--- src/rtl/fifo_rr_arbiter_pkg.sv ---
// Shared types and index helpers for the fifo round-robin arbiter.
// Imported by the interface, the picker and the top.
package fifo_rr_arbiter_pkg;

    typedef enum logic {IDLE, HOLD} arb_state_e;

    // Index width for a requester count; never narrower than one bit.
    function automatic int unsigned id_width(input int unsigned num);
        return (num > 1) ? $clog2(num) : 1;
    endfunction

    function automatic int unsigned next_idx(input int unsigned idx, input int unsigned num);
        return (idx + 1 >= num) ? 0 : idx + 1;
    endfunction

endpackage

--- src/rtl/fifo_rr_arbiter_if.sv ---
// Requester-side and fifo-side handshake bundle of the round-robin arbiter.
// The slave modport is the arbiter's view; master is the environment's view.
interface fifo_rr_arbiter_if
    import fifo_rr_arbiter_pkg::*;
#(
    parameter int unsigned num_p   = 4,
    parameter int unsigned width_p = 8
) ();

    localparam int unsigned id_w = id_width(num_p);

    logic [num_p-1:0]         valid_i;
    logic [num_p*width_p-1:0] data_i;
    logic [num_p-1:0]         ready_o;
    logic                     valid_o;
    logic [width_p-1:0]       data_o;
    logic [id_w-1:0]          id_o;
    logic                     ready_i;

    modport slave (
        input  valid_i,
        input  data_i,
        input  ready_i,
        output ready_o,
        output valid_o,
        output data_o,
        output id_o
    );

    modport master (
        output valid_i,
        output data_i,
        output ready_i,
        input  ready_o,
        input  valid_o,
        input  data_o,
        input  id_o
    );

endinterface

--- src/rtl/fifo_rr_arbiter_rr_pick.sv ---
// Combinational rotating first-one finder: returns the first set request
// at or after start_i, wrapping modulo num_p (num_p need not be a power of two).
module rr_pick #(
    parameter int unsigned num_p = 4,
    parameter int unsigned id_w  = 2
) (
    input  logic [num_p-1:0] req_i,
    input  logic [id_w-1:0]  start_i,
    output logic             found_o,
    output logic [id_w-1:0]  idx_o
);

    function automatic int unsigned wrap(input int unsigned a);
        return (a >= num_p) ? a - num_p : a;
    endfunction

    int unsigned base;

    always_comb begin
        base    = (32'(start_i) < num_p) ? 32'(start_i) : 0;
        found_o = 1'b0;
        idx_o   = '0;
        // Scan from the far end so the closest candidate to start_i wins last.
        for (int i = int'(num_p) - 1; i >= 0; i--) begin
            if (req_i[wrap(base + 32'(i))]) begin
                found_o = 1'b1;
                idx_o   = id_w'(wrap(base + 32'(i)));
            end
        end
    end

endmodule

--- src/rtl/fifo_rr_arbiter.sv ---
// Round-robin arbiter sharing one fifo write port among num_p producers, with
// burst locking; define FIFO_RR_ARBITER_PERF_EN to add per-requester beat counters.
module fifo_rr_arbiter
    import fifo_rr_arbiter_pkg::*;
#(
    parameter int unsigned num_p   = 4,
    parameter int unsigned width_p = 8,
    parameter int unsigned burst_p = 2
) (
    input  logic                 clk_i,
    input  logic                 reset_i,
    fifo_rr_arbiter_if.slave     bus
`ifdef FIFO_RR_ARBITER_PERF_EN
    ,
    output logic [num_p*16-1:0]  beats_o
`endif
);

    localparam int unsigned id_w      = id_width(num_p);
    localparam int unsigned beat_w    = $clog2(burst_p + 1);
    localparam logic [beat_w-1:0] beat_last = beat_w'(burst_p - 1);

    arb_state_e        state_q, state_d;
    logic [id_w-1:0]   ptr_q, ptr_d;
    logic [id_w-1:0]   gnt_q, gnt_d;
    logic [beat_w-1:0] beat_q, beat_d;

    logic [id_w-1:0]   start;
    logic [id_w-1:0]   pick_idx;
    logic              pick_found;
    logic              hold_live;
    logic              act_valid;
    logic [id_w-1:0]   sel;
    logic [width_p-1:0] sel_data;
    logic              xfer;

    // A locked grant survives only while its owner keeps valid high.
    assign hold_live = (state_q == HOLD) && bus.valid_i[gnt_q];
    assign start     = (state_q == HOLD) ? id_w'(next_idx(32'(gnt_q), num_p)) : ptr_q;

    rr_pick #(
        .num_p (num_p),
        .id_w  (id_w)
    ) u_pick (
        .req_i   (bus.valid_i),
        .start_i (start),
        .found_o (pick_found),
        .idx_o   (pick_idx)
    );

    assign sel       = hold_live ? gnt_q : pick_idx;
    assign act_valid = hold_live | pick_found;
    assign xfer      = act_valid & bus.ready_i & ~reset_i;

    always_comb begin
        sel_data = '0;
        for (int k = 0; k < int'(num_p); k++) begin
            if (sel == id_w'(k)) begin
                sel_data = bus.data_i[k*width_p +: width_p];
            end
        end
    end

    always_comb begin
        bus.valid_o = 1'b0;
        bus.id_o    = '0;
        bus.data_o  = '0;
        bus.ready_o = '0;
        if (!reset_i) begin
            bus.valid_o = act_valid;
            bus.id_o    = sel;
            bus.data_o  = sel_data;
            for (int k = 0; k < int'(num_p); k++) begin
                if (act_valid && sel == id_w'(k)) begin
                    bus.ready_o[k] = bus.ready_i;
                end
            end
        end
    end

    always_comb begin
        state_d = state_q;
        ptr_d   = ptr_q;
        gnt_d   = gnt_q;
        beat_d  = beat_q;
        if (hold_live) begin
            if (xfer) begin
                if (beat_q == beat_last) begin
                    state_d = IDLE;
                    ptr_d   = start;
                end else begin
                    beat_d = beat_q + 1'b1;
                end
            end
        end else begin
            // IDLE, or HOLD whose owner dropped valid: arbitrate afresh this cycle.
            ptr_d = start;
            if (!pick_found) begin
                state_d = IDLE;
            end else if (xfer && burst_p == 1) begin
                state_d = IDLE;
                ptr_d   = id_w'(next_idx(32'(pick_idx), num_p));
            end else begin
                state_d = HOLD;
                gnt_d   = pick_idx;
                beat_d  = xfer ? beat_w'(1) : '0;
            end
        end
    end

    always_ff @(posedge clk_i) begin
        if (reset_i) begin
            state_q <= IDLE;
            ptr_q   <= '0;
            gnt_q   <= '0;
            beat_q  <= '0;
        end else begin
            state_q <= state_d;
            ptr_q   <= ptr_d;
            gnt_q   <= gnt_d;
            beat_q  <= beat_d;
        end
    end

`ifdef FIFO_RR_ARBITER_PERF_EN
    logic [15:0] cnt_q [num_p];

    for (genvar k = 0; k < int'(num_p); k++) begin : g_perf
        always_ff @(posedge clk_i) begin
            if (reset_i) begin
                cnt_q[k] <= '0;
            end else if (bus.valid_i[k] && bus.ready_o[k] && cnt_q[k] != 16'hFFFF) begin
                cnt_q[k] <= cnt_q[k] + 16'd1;
            end
        end
        assign beats_o[k*16 +: 16] = cnt_q[k];
    end
`endif

`ifndef SYNTHESIS
    a_ready_onehot0 : assert property (@(posedge clk_i) disable iff (reset_i)
        $onehot0(bus.ready_o));
    a_ready_needs_valid : assert property (@(posedge clk_i) disable iff (reset_i)
        (|bus.ready_o) |-> bus.valid_o);
`endif

endmodule

--- src/flat_wrapper.sv ---
// flat-port wrapper written by rule: the top's interface ports become plain ports
module fifo_rr_arbiter_flat import fifo_rr_arbiter_pkg::*;
#(
    parameter int unsigned num_p   = 4,
    parameter int unsigned width_p = 8,
    parameter int unsigned burst_p = 2
)
  (clk_i, reset_i, bus_valid_i, bus_data_i, bus_ready_i, bus_ready_o, bus_valid_o, bus_data_o, bus_id_o);
  fifo_rr_arbiter_if #(.num_p(num_p), .width_p(width_p)) bus_i ();
  input  logic clk_i;
  input  logic reset_i;
  input wire logic [$bits(bus_i.valid_i)-1:0] bus_valid_i;
  input wire logic [$bits(bus_i.data_i)-1:0] bus_data_i;
  input wire logic [$bits(bus_i.ready_i)-1:0] bus_ready_i;
  output wire logic [$bits(bus_i.ready_o)-1:0] bus_ready_o;
  output wire logic [$bits(bus_i.valid_o)-1:0] bus_valid_o;
  output wire logic [$bits(bus_i.data_o)-1:0] bus_data_o;
  output wire logic [$bits(bus_i.id_o)-1:0] bus_id_o;
  assign bus_i.valid_i = bus_valid_i;
  assign bus_i.data_i = bus_data_i;
  assign bus_i.ready_i = bus_ready_i;
  assign bus_ready_o = bus_i.ready_o;
  assign bus_valid_o = bus_i.valid_o;
  assign bus_data_o = bus_i.data_o;
  assign bus_id_o = bus_i.id_o;
  fifo_rr_arbiter #(.num_p(num_p), .width_p(width_p), .burst_p(burst_p)) u_core (.clk_i(clk_i), .reset_i(reset_i), .bus(bus_i));
endmodule
--- config.mk ---
export PLATFORM = sky130hd
export DESIGN_NAME = fifo_rr_arbiter_flat
export DESIGN_NICKNAME = d
export VERILOG_FILES = /design/src/rtl/fifo_rr_arbiter_pkg.sv /design/src/rtl/fifo_rr_arbiter_if.sv /design/src/rtl/fifo_rr_arbiter_rr_pick.sv /design/src/rtl/fifo_rr_arbiter.sv /design/src/flat_wrapper.sv
export SDC_FILE = /design/constraint.sdc
export NUM_CORES = 1
export LEC_CHECK = 0
export CORE_ASPECT_RATIO = 0.8
export CORE_MARGIN = 8
export CORE_UTILIZATION = 36
export CTS_CLUSTER_SIZE = 30
export DETAILED_ROUTE_END_ITERATION = 16
export PLACE_DENSITY = 0.77
export SETUP_SLACK_MARGIN = 0.3
export SYNTH_ARGS = -nofsm -noshare
export SYNTH_HDL_FRONTEND = slang
export SYNTH_SLANG_ARGS = --single-unit
--- constraint.sdc ---
create_clock -name clk_i -period 2.1 [get_ports clk_i]
set_input_delay 0.42 -clock clk_i [delete_from_list [all_inputs] [get_ports clk_i]]
set_output_delay 0.42 -clock clk_i [all_outputs]
set_load 0.01 [all_outputs]
==> metrics, run 1 <==
status finished, violations left; violated checks negative setup slack; Initial DRT Pass Iterations 5; post-synthesis simple-gate area fraction 0.320; fin. max-slew vios 0; Worst Path Arrival 2.46 ns; mux share of post-synthesis cell area 0.0605; pwr/cell area 535 nW/um^2; first-pass GRT wire length 9110 um; Avg Cell Area, Syn 6.99 um^2; largest net degree at the start of global routing 11; Clock Skews 0.0114 ns; most common cell after layout, fill and taps aside buf_4; RSZ-0062 raised after global routing yes; largest family of logic cells by synthesized area compound AO/OA/AOI/OAI gates; Async SR Flop Fraction 0; CTS Buf Count 3; Nets 309; synthesized cell area 1050 um^2; Worst-path clk slew 0.06 ns; CP Class reg -> out; GP Congestion 0.919; Final setup viols 14; Port Buf Inserts 53; worst min path class reg -> reg; syn_nets 191; #FFs+latches synth 7; Filler cells 82; fin cells 306; placed cells 285; core area 2770 um^2; Area growth syn-to-layout 147%; CP Capture Type primary output; Worst Setup Start Kind flop; Post-Synthesis Cells 151; adder-cell area share of the yosys netlist 0.0119; via density per instance 6.38; IO Pins 54; ratio of cells with drive above 1 in the final layout 0.597; Die Wd 76.5 um; Max IR drop VDD 485 uV; Wirelength per Cell 24.2 um; CTS sink count 7; Primary FF master, synth dfxtp_1; antenna-violating nets left 0; number of synthesized flops with an enable pin 0; Initial Util 0.381; Worst EP required 1.68 ns; FP Rows 17; Post-Route WL 7390 um; Leak 1.12 nW; sequential area share after synthesis 0.133; Max Freq 0.347 GHz; final worst slack -0.784 ns; vias 1953; initial antenna violation count 0; post-synthesis xor/xnor area fraction 0.0154; grt peak-use layer met2; GRT overflow 0; met1 Use GR 0.283; H-tree levels 1; worst-path maximum fanout 7; vias in the first global route 1790; initial drt markers 232; drt drc 0; CTS Hold Buffers Added 0; Clock Path Buffers 2; clock latency on the worst-skew pair 0.26 ns; DP HPWL 3970 um; CTS tree built; Total GRT Usage 0.221; Synth cell types 49; global-route met3 utilization 0.0289; max-cap violations 0; Worst slew margin 0.691; number of synthesis warnings 0; Final Hold Fails 0; CTS Root Cell clkbuf_4; die area 4930 um^2; post-synthesis compound-gate area fraction 0.371; antenna fix cells 0; most frequent cells in the layout buf_4 (44), clkdlybuf4s50_1 (33), buf_6 (29); Vert. Die Dim 64.4 um; slew at the pin closest to its max-slew limit 0.460 ns; WHS 0.606 ns; Final Cycle Share 1.37; met2 usage 0.375; Final Critical Period 2.88 ns
==> logic make-up after synthesis <==
family,count (synthesis)
adder cells (fa/ha/maj),1
flip-flops,7
multiplexers,5
buffers and inverters,18
AO/OA/AOI/OAI,55
XOR/XNOR,1
AND/OR/NAND/NOR,64
==> cell usage after synthesis, types with 2 or more instances <==
cell type | n | area share
mux2i_1 | 3 | 0.028
a31oi_1 | 4 | 0.024
and3_1 | 4 | 0.024
a211oi_1 | 2 | 0.014
o221a_2 | 2 | 0.021
a21o_1 | 2 | 0.014
buf_4 | 2 | 0.014
buf_6 | 2 | 0.021
nand3_1 | 4 | 0.019
nor3_1 | 6 | 0.028
o22ai_1 | 2 | 0.012
nand3b_1 | 2 | 0.014
a22oi_1 | 7 | 0.050
buf_2 | 2 | 0.0095
o21ai_0 | 6 | 0.028
nor2_2 | 2 | 0.012
nand2b_1 | 7 | 0.042
inv_1 | 9 | 0.032
nor2_1 | 21 | 0.075
dfxtp_1 | 7 | 0.13
nand2_1 | 7 | 0.025
nor4_1 | 2 | 0.012
and3b_1 | 2 | 0.017
a21oi_1 | 16 | 0.076
o32ai_1 | 4 | 0.033
==> final cells by class <==
| class | count | area [um^2] | area share |
|---|---|---|---|
| Clock buffer | 4 | 26.3 | 0.0101 |
| Inverter | 10 | 37.5 | 0.0144 |
| Multi-Input combinational cell | 126 | 1190 | 0.458 |
| Sequential cell | 7 | 151 | 0.0581 |
| Tap cell | 38 | 47.5 | 0.0183 |
| Timing Repair Buffer | 121 | 1150 | 0.441 |
==> registers in the layout, indices dropped and copies added (netlist names) <==
signal	flops
u_core.ptr_q	2
u_core.state_q	1
u_core.beat_q	2
u_core.gnt_q	2
==> final timing paths <==
| path | slack, ns | to | start | cells after the start |
|---|---|---|---|---|
| max | -0.78 | bus_data_o[7] | u_core.gnt_q[1]$_SDFFE_PP0P_ | 10 |
| min | 0.61 | u_core.beat_q[1]$_SDFFE_PP0P_ | u_core.beat_q[1]$_SDFFE_PP0P_ | 2 |
| max reg2reg | 0.06 | u_core.beat_q[1]$_SDFFE_PP0P_ | u_core.gnt_q[1]$_SDFFE_PP0P_ | 9 |
| min reg2reg | 0.61 | u_core.beat_q[1]$_SDFFE_PP0P_ | u_core.beat_q[1]$_SDFFE_PP0P_ | 2 |
==> repair_timing <==
| action | 4_1_cts | 5_1_grt |
|---|---|---|
| cloned | 2 | 0 |
| gates resized for setup | 135 | 36 |
| pin swaps | 23 | 25 |
| setup buffers | 6 | 9 |
| endpoints found under the hold margin | 0 | 0 |
| endpoints found under the setup margin | 20 | 18 |
==> critical path: stages (launching register included) <==
cell and delay [ns]:
dfxtp_4 0.43, mux2i_4 0.37, nor2_4 0.05, a21o_1 0.21, buf_6 0.14, a22oi_2 0.26
buf_6 0.19, nand2b_4 0.07, a22oi_2 0.19, o32ai_2 0.13, buf_2 0.16
==> power by group <==
| group | switching, mW | internal (mW) |
|---|---|---|
| Sequential | 0.0265 | 0.146 |
| Clock | 0.0548 | 0.0728 |
| Combinational | 0.499 | 0.595 |
| Total | 0.580 | 0.814 |
==> per-stage QoR <==
step	total power [mW]	utilization	setup TNS (ns)	instance area, um^2	setup WS [ns]
detailed placement	0.918	0.756	-18.53	2090	-1.33
global route	1.44	0.942	-9.30	2610	-0.787
CTS	1.20	0.865	-7.37	2390	-0.622
global placement	0.895	0.756	-17.86	2090	-1.24
finish	1.39	0.942	-8.73	2610	-0.784
floorplan	0.546	-	-1.51	1190	-0.227
==> metal layers <==
metal  vias to the layer above  share of wire
met5                         -              0
met1                       948           0.39
li1                        806              -
met3                        32          0.076
met4                         0          0.050
met2                       167           0.48
Power figures use the tool's default switching activity.
==> run 2: changes to the inputs <==
--- a/config.mk
+++ b/config.mk
@@ -10,7 +10,7 @@
 export CORE_UTILIZATION = 36
 export CTS_CLUSTER_SIZE = 30
 export DETAILED_ROUTE_END_ITERATION = 16
-export PLACE_DENSITY = 0.77
+export PLACE_DENSITY = 0.82
 export SETUP_SLACK_MARGIN = 0.3
 export SYNTH_ARGS = -nofsm -noshare
 export SYNTH_HDL_FRONTEND = slang
==> run 2 against run 1 <==
The flow still finishes with violations (negative setup slack). Core utilization shrank 4.2 points. Setup slack gained 0.0035 ns. Largest power group unchanged. First-iteration DRC count shrank 6.9%. Critical path type unchanged. Non-clock buffer count shrank 3. Critical path depth is the same. Maximum frequency grew 0.12%. Clock skew shrank 0.0064 ns. Via count shrank 3.4%.
==> metrics, run 2 (synthesis gave the netlist of run 1 again) <==
status finished, violations left; violated checks negative setup slack; FP Rows 17 (unchanged); final core utilization 0.900 (-0.0421); Final setup viols 14 (unchanged); CP max stage delay 0.46 ns (+0.03 ns); CP delay by family, top compound AO/OA/AOI/OAI gates; Worst Path Arrival 2.46 ns (about the same); CTS Buf Count 3 (unchanged); CTS sink count 7 (unchanged); total power 1.31 mW (-6.3%); Leak 1.07 nW (-4.9%); GP Congestion 0.951 (+3.5%); slew at the pin closest to its max-slew limit 0.387 ns (-0.0735 ns); core area 2770 um^2 (unchanged); CTS Root Cell clkbuf_4; Buf/Inv on CP 3 (unchanged); CP most frequent cell buf_4; worst min path class reg -> reg; Hold Startpoint u_core.beat_q[1]$_SDFFE_PP0P_; Placement Cell Area 2050 um^2 (-2.0%); RSZ-0062 raised after global routing yes; clock latency on the worst-skew pair 0.27 ns (about the same); post-route cell area 2490 um^2 (-4.5%); ratio of cells with drive above 1 in the final layout 0.585 (-0.0121); Worst Setup Start Kind flop; antenna-violating nets left 0 (unchanged); initial drt markers 216 (-6.9%); first-pass GRT wire length 9170 um (+0.61%); pwr/cell area 525 nW/um^2 (-1.9%); Clock Path Buffers 2 (unchanged); largest registers u_core.beat_q x2, u_core.gnt_q x2, u_core.ptr_q x2; Die Wd 76.5 um (unchanged); largest net degree at the start of global routing 12 (+1); vias in the first global route 1808 (+1.0%); Crit. Startpoint u_core.gnt_q[1]$_SDFFE_PP0P_; CTS tree built; drt drc 0 (unchanged); CP Capture Type primary output; H-tree levels 1 (unchanged); Post-Route WL 7060 um (-4.5%); Wirelength per Cell 23.3 um (-3.5%); GRT overflow 0 (unchanged); Total GRT Usage 0.228 (+0.00712); die area 4930 um^2 (unchanged); initial antenna violation count 0 (unchanged); Initial DRT Pass Iterations 5 (unchanged); Clock Skews 0.00494 ns (-0.00642 ns); final worst slack -0.781 ns (+0.00352 ns); Worst slew margin 0.740 (+0.0494); Initial Util 0.381 (unchanged); max-cap violations 0 (unchanged); DP HPWL 4080 um (+2.9%); most common cell after layout, fill and taps aside buf_4; post-place setup slack -1.36 ns (-0.0276 ns); Worst-path clk slew 0.06 ns (about the same); Port Buf Inserts 53 (unchanged); IO Pins 54 (unchanged); CTS Hold Buffers Added 0 (unchanged); Critical R2R Launch u_core.gnt_q[1]$_SDFFE_PP0P_; critical-path cell list buf_4, nand3b_1, a21oi_2, nor2_1, nand3_1, buf_4, a21o_4, a22oi_2, o32ai_4, buf_6; Max Freq 0.347 GHz (+0.12%); Max IR drop VDD 364 uV (-25%); Final Critical Period 2.88 ns (-0.00352 ns); CP Class reg -> out; antenna fix cells 0 (unchanged); Final Cycle Share 1.37 (-0.00168); Nets 306 (-0.97%); CP max stage cell dfxtp_4; fin. max-slew vios 0 (unchanged); most frequent cells in the layout buf_4 (48), clkdlybuf4s50_1 (34), buf_6 (25); Vert. Die Dim 64.4 um (unchanged); via density per instance 6.22 (-2.5%); Area growth syn-to-layout 136%; Worst EP required 1.68 ns (about the same); worst-path maximum fanout 7 (unchanged); vias 1886 (-3.4%); Final Hold Fails 0 (unchanged)
-- run 2: worst paths after layout --
check,to,slack (ns),cells after the start
max,bus_data_o[3],-0.78,10
min,u_core.beat_q[1]$_SDFFE_PP0P_,0.55,2
max reg2reg,u_core.ptr_q[1]$_SDFFE_PP0P_,0.03,9
min reg2reg,u_core.beat_q[1]$_SDFFE_PP0P_,0.55,2
-- run 2: per-layer routing --
metal	track usage	vias to the layer above	wire length, um
met5	0	-	0
met4	0.103	0	487
met3	0.0496	61	624
met2	0.409	150	3410
met1	0.255	882	2540
li1	-	793	-
-- run 2: stage by stage --
step                cells  TNS [ns]  hold WS, ns
global placement      281    -16.61        0.470
finish                303     -9.01        0.546
CTS                   297     -7.36        0.529
global route          303    -10.04        0.567
detailed placement    281    -18.58        0.515
floorplan             151     -1.51        0.456
-- run 2: final cells by class --
class,instances,area (um^2)
flip-flops and latches,7,151
fillers,122,277
clock buffers,4,26.3
multi-input cells,126,1180
well taps,38,47.5
repair buffers,118,1040
inverters,10,37.5
-- run 2: power breakdown --
part | leakage [nW] | internal, mW | switching, mW | total (mW)
Clock | 0.0150 | 0.0735 | 0.0647 | 0.138
Combinational | 0.994 | 0.530 | 0.458 | 0.987
Sequential | 0.0594 | 0.146 | 0.0348 | 0.181
-- run 2: repair_timing --
action,in CTS,in global routing
setup buffers,11,5
resized for setup,111,45
pin swaps,13,25
setup endpoints to repair,21,21
cloned,1,1
-- run 2: worst register-to-register path, stage by stage, from the launching register on --
cell     delay, ns
dfxtp_4       0.46
mux2i_4       0.36
buf_4         0.17
buf_4         0.10
nor2_1        0.04
a21oi_2       0.15
o21ai_2       0.08
buf_6         0.13
or2_2         0.30
a21oi_2       0.21
==> run 3: changes to the inputs <==
--- a/config.mk
+++ b/config.mk
@@ -11,6 +11,7 @@
 export CTS_CLUSTER_SIZE = 30
 export DETAILED_ROUTE_END_ITERATION = 16
 export PLACE_DENSITY = 0.82
+export REMOVE_ABC_BUFFERS = 1
 export SETUP_SLACK_MARGIN = 0.3
 export SYNTH_ARGS = -nofsm -noshare
 export SYNTH_HDL_FRONTEND = slang
==> run 3 against run 2 <==
The run still ends with negative setup slack left. Combinational power down 9.3%. Maximum frequency up 2.0%. Worst hold slack worse by 0.020 ns. Non-clock buffer count down 4. Via count down 1.7%. Global-route usage down 0.70 points. Critical endpoint is now bus_data_o[6].
==> metrics, run 3 (synthesis gave the netlist of run 1 again) <==
H-tree levels 1 (unchanged); die area 4930 um^2 (unchanged); final worst slack -0.723 ns (+0.0572 ns); most frequent cells in the layout buf_4 (44), clkdlybuf4s50_1 (33), nor2_1 (17), buf_6 (17), buf_2 (14); FP Rows 17 (unchanged); Total GRT Usage 0.221 (-0.00695); max-cap violations 0 (unchanged); Multi-input gate area 1130 um^2 (-4.6%); IO Pins 54 (unchanged); Final Cycle Share 1.34 (-0.0272); hold path depth 2 (unchanged); GP Congestion 0.952 (+0.18%); core area 2770 um^2 (unchanged); worst min path class reg -> reg; CTS Buf Count 3 (unchanged); total power 1.20 mW (-8.3%); Worst EP required 1.68 ns (about the same); vias in the first global route 1872 (+3.5%); Final Critical Period 2.82 ns (-0.0572 ns); Critical R2R Capture u_core.ptr_q[1]$_SDFFE_PP0P_; Filler cells 134 (+9.8%); ratio of cells with drive above 1 in the final layout 0.534 (-0.0506); status finished, violations left; Max Freq 0.354 GHz (+2.0%); Initial DRT Pass Iterations 5 (unchanged); initial antenna violation count 0 (unchanged); Seq. cell area 155 um^2 (+2.5%); fin. max-slew vios 0 (unchanged); Vert. Die Dim 64.4 um (unchanged); Wirelength per Cell 22.3 um (-4.3%); GRT overflow 0 (unchanged); NetSw 510 uW (-8.4%); combinational power share 0.747 (-0.009); Max IR drop VDD 483 uV (+33%); CTS Hold Buffers Added 0 (unchanged); violated checks negative setup slack; Clock Skews 0.00506 ns (+0.000126 ns); drt drc 0 (unchanged); Placement Cell Area 1910 um^2 (-7.0%); clock latency on the worst-skew pair 0.26 ns (about the same); antenna fix cells 0 (unchanged); initial drt markers 155 (-28%); final core utilization 0.868 (-0.0317); largest net degree at the start of global routing 8 (-4); Seq pwr share 0.147 (+0.009); DP HPWL 3560 um (-13%); CTS Root Cell clkbuf_4; switching power share of the total 0.426 (-0.000621); slew at the pin closest to its max-slew limit 0.389 ns (+0.00193 ns); Hold Startpoint u_core.ptr_q[1]$_SDFFE_PP0P_; RSZ-0062 raised after global routing yes; Internal Power 688 uW (-8.2%); worst-path maximum fanout 6 (-1); post-route cell area 2400 um^2 (-3.5%); Critical R2R Launch u_core.gnt_q[1]$_SDFFE_PP0P_; Post-Route WL 6690 um (-5.2%); first-pass GRT wire length 9150 um (-0.23%); Worst Setup Start Kind flop; Die Wd 76.5 um (unchanged); Area growth syn-to-layout 128%; Initial Util 0.381 (unchanged); Clk pwr share 0.106 (about the same); antenna-violating nets left 0 (unchanged); Worst-path clk slew 0.05 ns (about the same); Clock Path Buffers 2 (unchanged); Worst slew margin 0.741 (about the same); Port Buf Inserts 53 (unchanged); Leak 1.04 nW (-2.7%); post-route setup TNS -7.54 ns (+1.48 ns); Final setup viols 14 (unchanged); vias 1853 (-1.7%); CP Class reg -> out; via density per instance 6.18 (-0.77%); Worst Path Arrival 2.40 ns (-0.06 ns); Reg2Reg Setup Slack 0.14 ns (+0.11 ns); most common cell after layout, fill and taps aside buf_4; R2R depth 9 (unchanged); CP Capture Type primary output; Final Hold Fails 0 (unchanged); Hold EP u_core.ptr_q[1]$_SDFFE_PP0P_; CTS tree built; largest registers u_core.beat_q x2, u_core.gnt_q x2, u_core.ptr_q x2; pwr/cell area 499 nW/um^2 (-4.9%); CTS sink count 7 (unchanged); Nets 303 (-0.98%)
-- run 3: cell count changes in the layout (fill, tap and decap cells not counted), moves of 3 or more --
| cell | previous run | this run |
|---|---|---|
| buf_4 | 48 | 44 |
| buf_2 | 8 | 14 |
| a21oi_1 | 8 | 11 |
| nor2_4 | 5 | 2 |
| buf_6 | 25 | 17 |
| a21oi_2 | 8 | 5 |
-- run 3: power groups by stage --
stage	clock network, mW	registers, mW	logic, mW
after global routing	0.133	0.177	0.933
after detailed placement	0	0.168	0.620
after global placement	0	0.167	0.608
after floorplan	0	0.169	0.278
after CTS	0.128	0.164	0.732
final	0.127	0.177	0.895
-- run 3: worst max-delay path, stage by stage, from the launching register on --
cell	delay, ns
dfxtp_4	0.37
nor2_2	0.22
a21boi_1	0.12
o21a_2	0.25
and4_4	0.19
buf_4	0.14
nor2_4	0.12
buf_6	0.15
a21oi_1	0.08
o32ai_1	0.31
buf_2	0.21
-- run 3: cell type report --
class,instances,area share
timing repair buffer,114,0.419
sequential,7,0.0646
tap,38,0.0198
inverter,10,0.0156
clock buffer,4,0.0109
multi-input combinational,127,0.470
-- run 3: stage by stage --
step | setup WS [ns] | hold slack [ns] | instances
2_1_floorplan | -0.451 | 0.456 | 143
3_3_place_gp | -1.22 | 0.474 | 276
3_5_place_dp | -1.33 | 0.488 | 276
4_1_cts | -0.605 | 0.499 | 295
5_1_grt | -0.783 | 0.548 | 300
6_report | -0.723 | 0.526 | 300
-- run 3: what timing repair did --
item	CTS	global route
cloned	2	0
pin swaps	12	11
endpoints found under the hold margin	0	0
setup buffers	13	5
setup endpoints to repair	19	19
gates resized for setup	124	40
-- run 3: how the worst max path moves through the flow --
stage,start,endpoint,slack [ns]
3_3_place_gp,bus_valid_i[3],bus_data_o[5],-1.22
5_1_grt,u_core.ptr_q[1]$_SDFFE_PP0P_,bus_data_o[6],-0.78
4_1_cts,u_core.gnt_q[1]$_SDFFE_PP0P_,bus_data_o[7],-0.60
3_5_place_dp,bus_valid_i[3],bus_data_o[6],-1.33
6_report,u_core.ptr_q[1]$_SDFFE_PP0P_,bus_data_o[6],-0.72
2_1_floorplan,u_core.gnt_q[1]$_SDFFE_PP0P_,bus_data_o[6],-0.45
-- run 3: per-layer routing --
layer,track usage,share of wire,up-vias
li1,-,-,789
met1,0.261,0.38,860
met2,0.382,0.46,166
met3,0.0537,0.10,38
met4,0.0813,0.055,0
met5,0,0,-
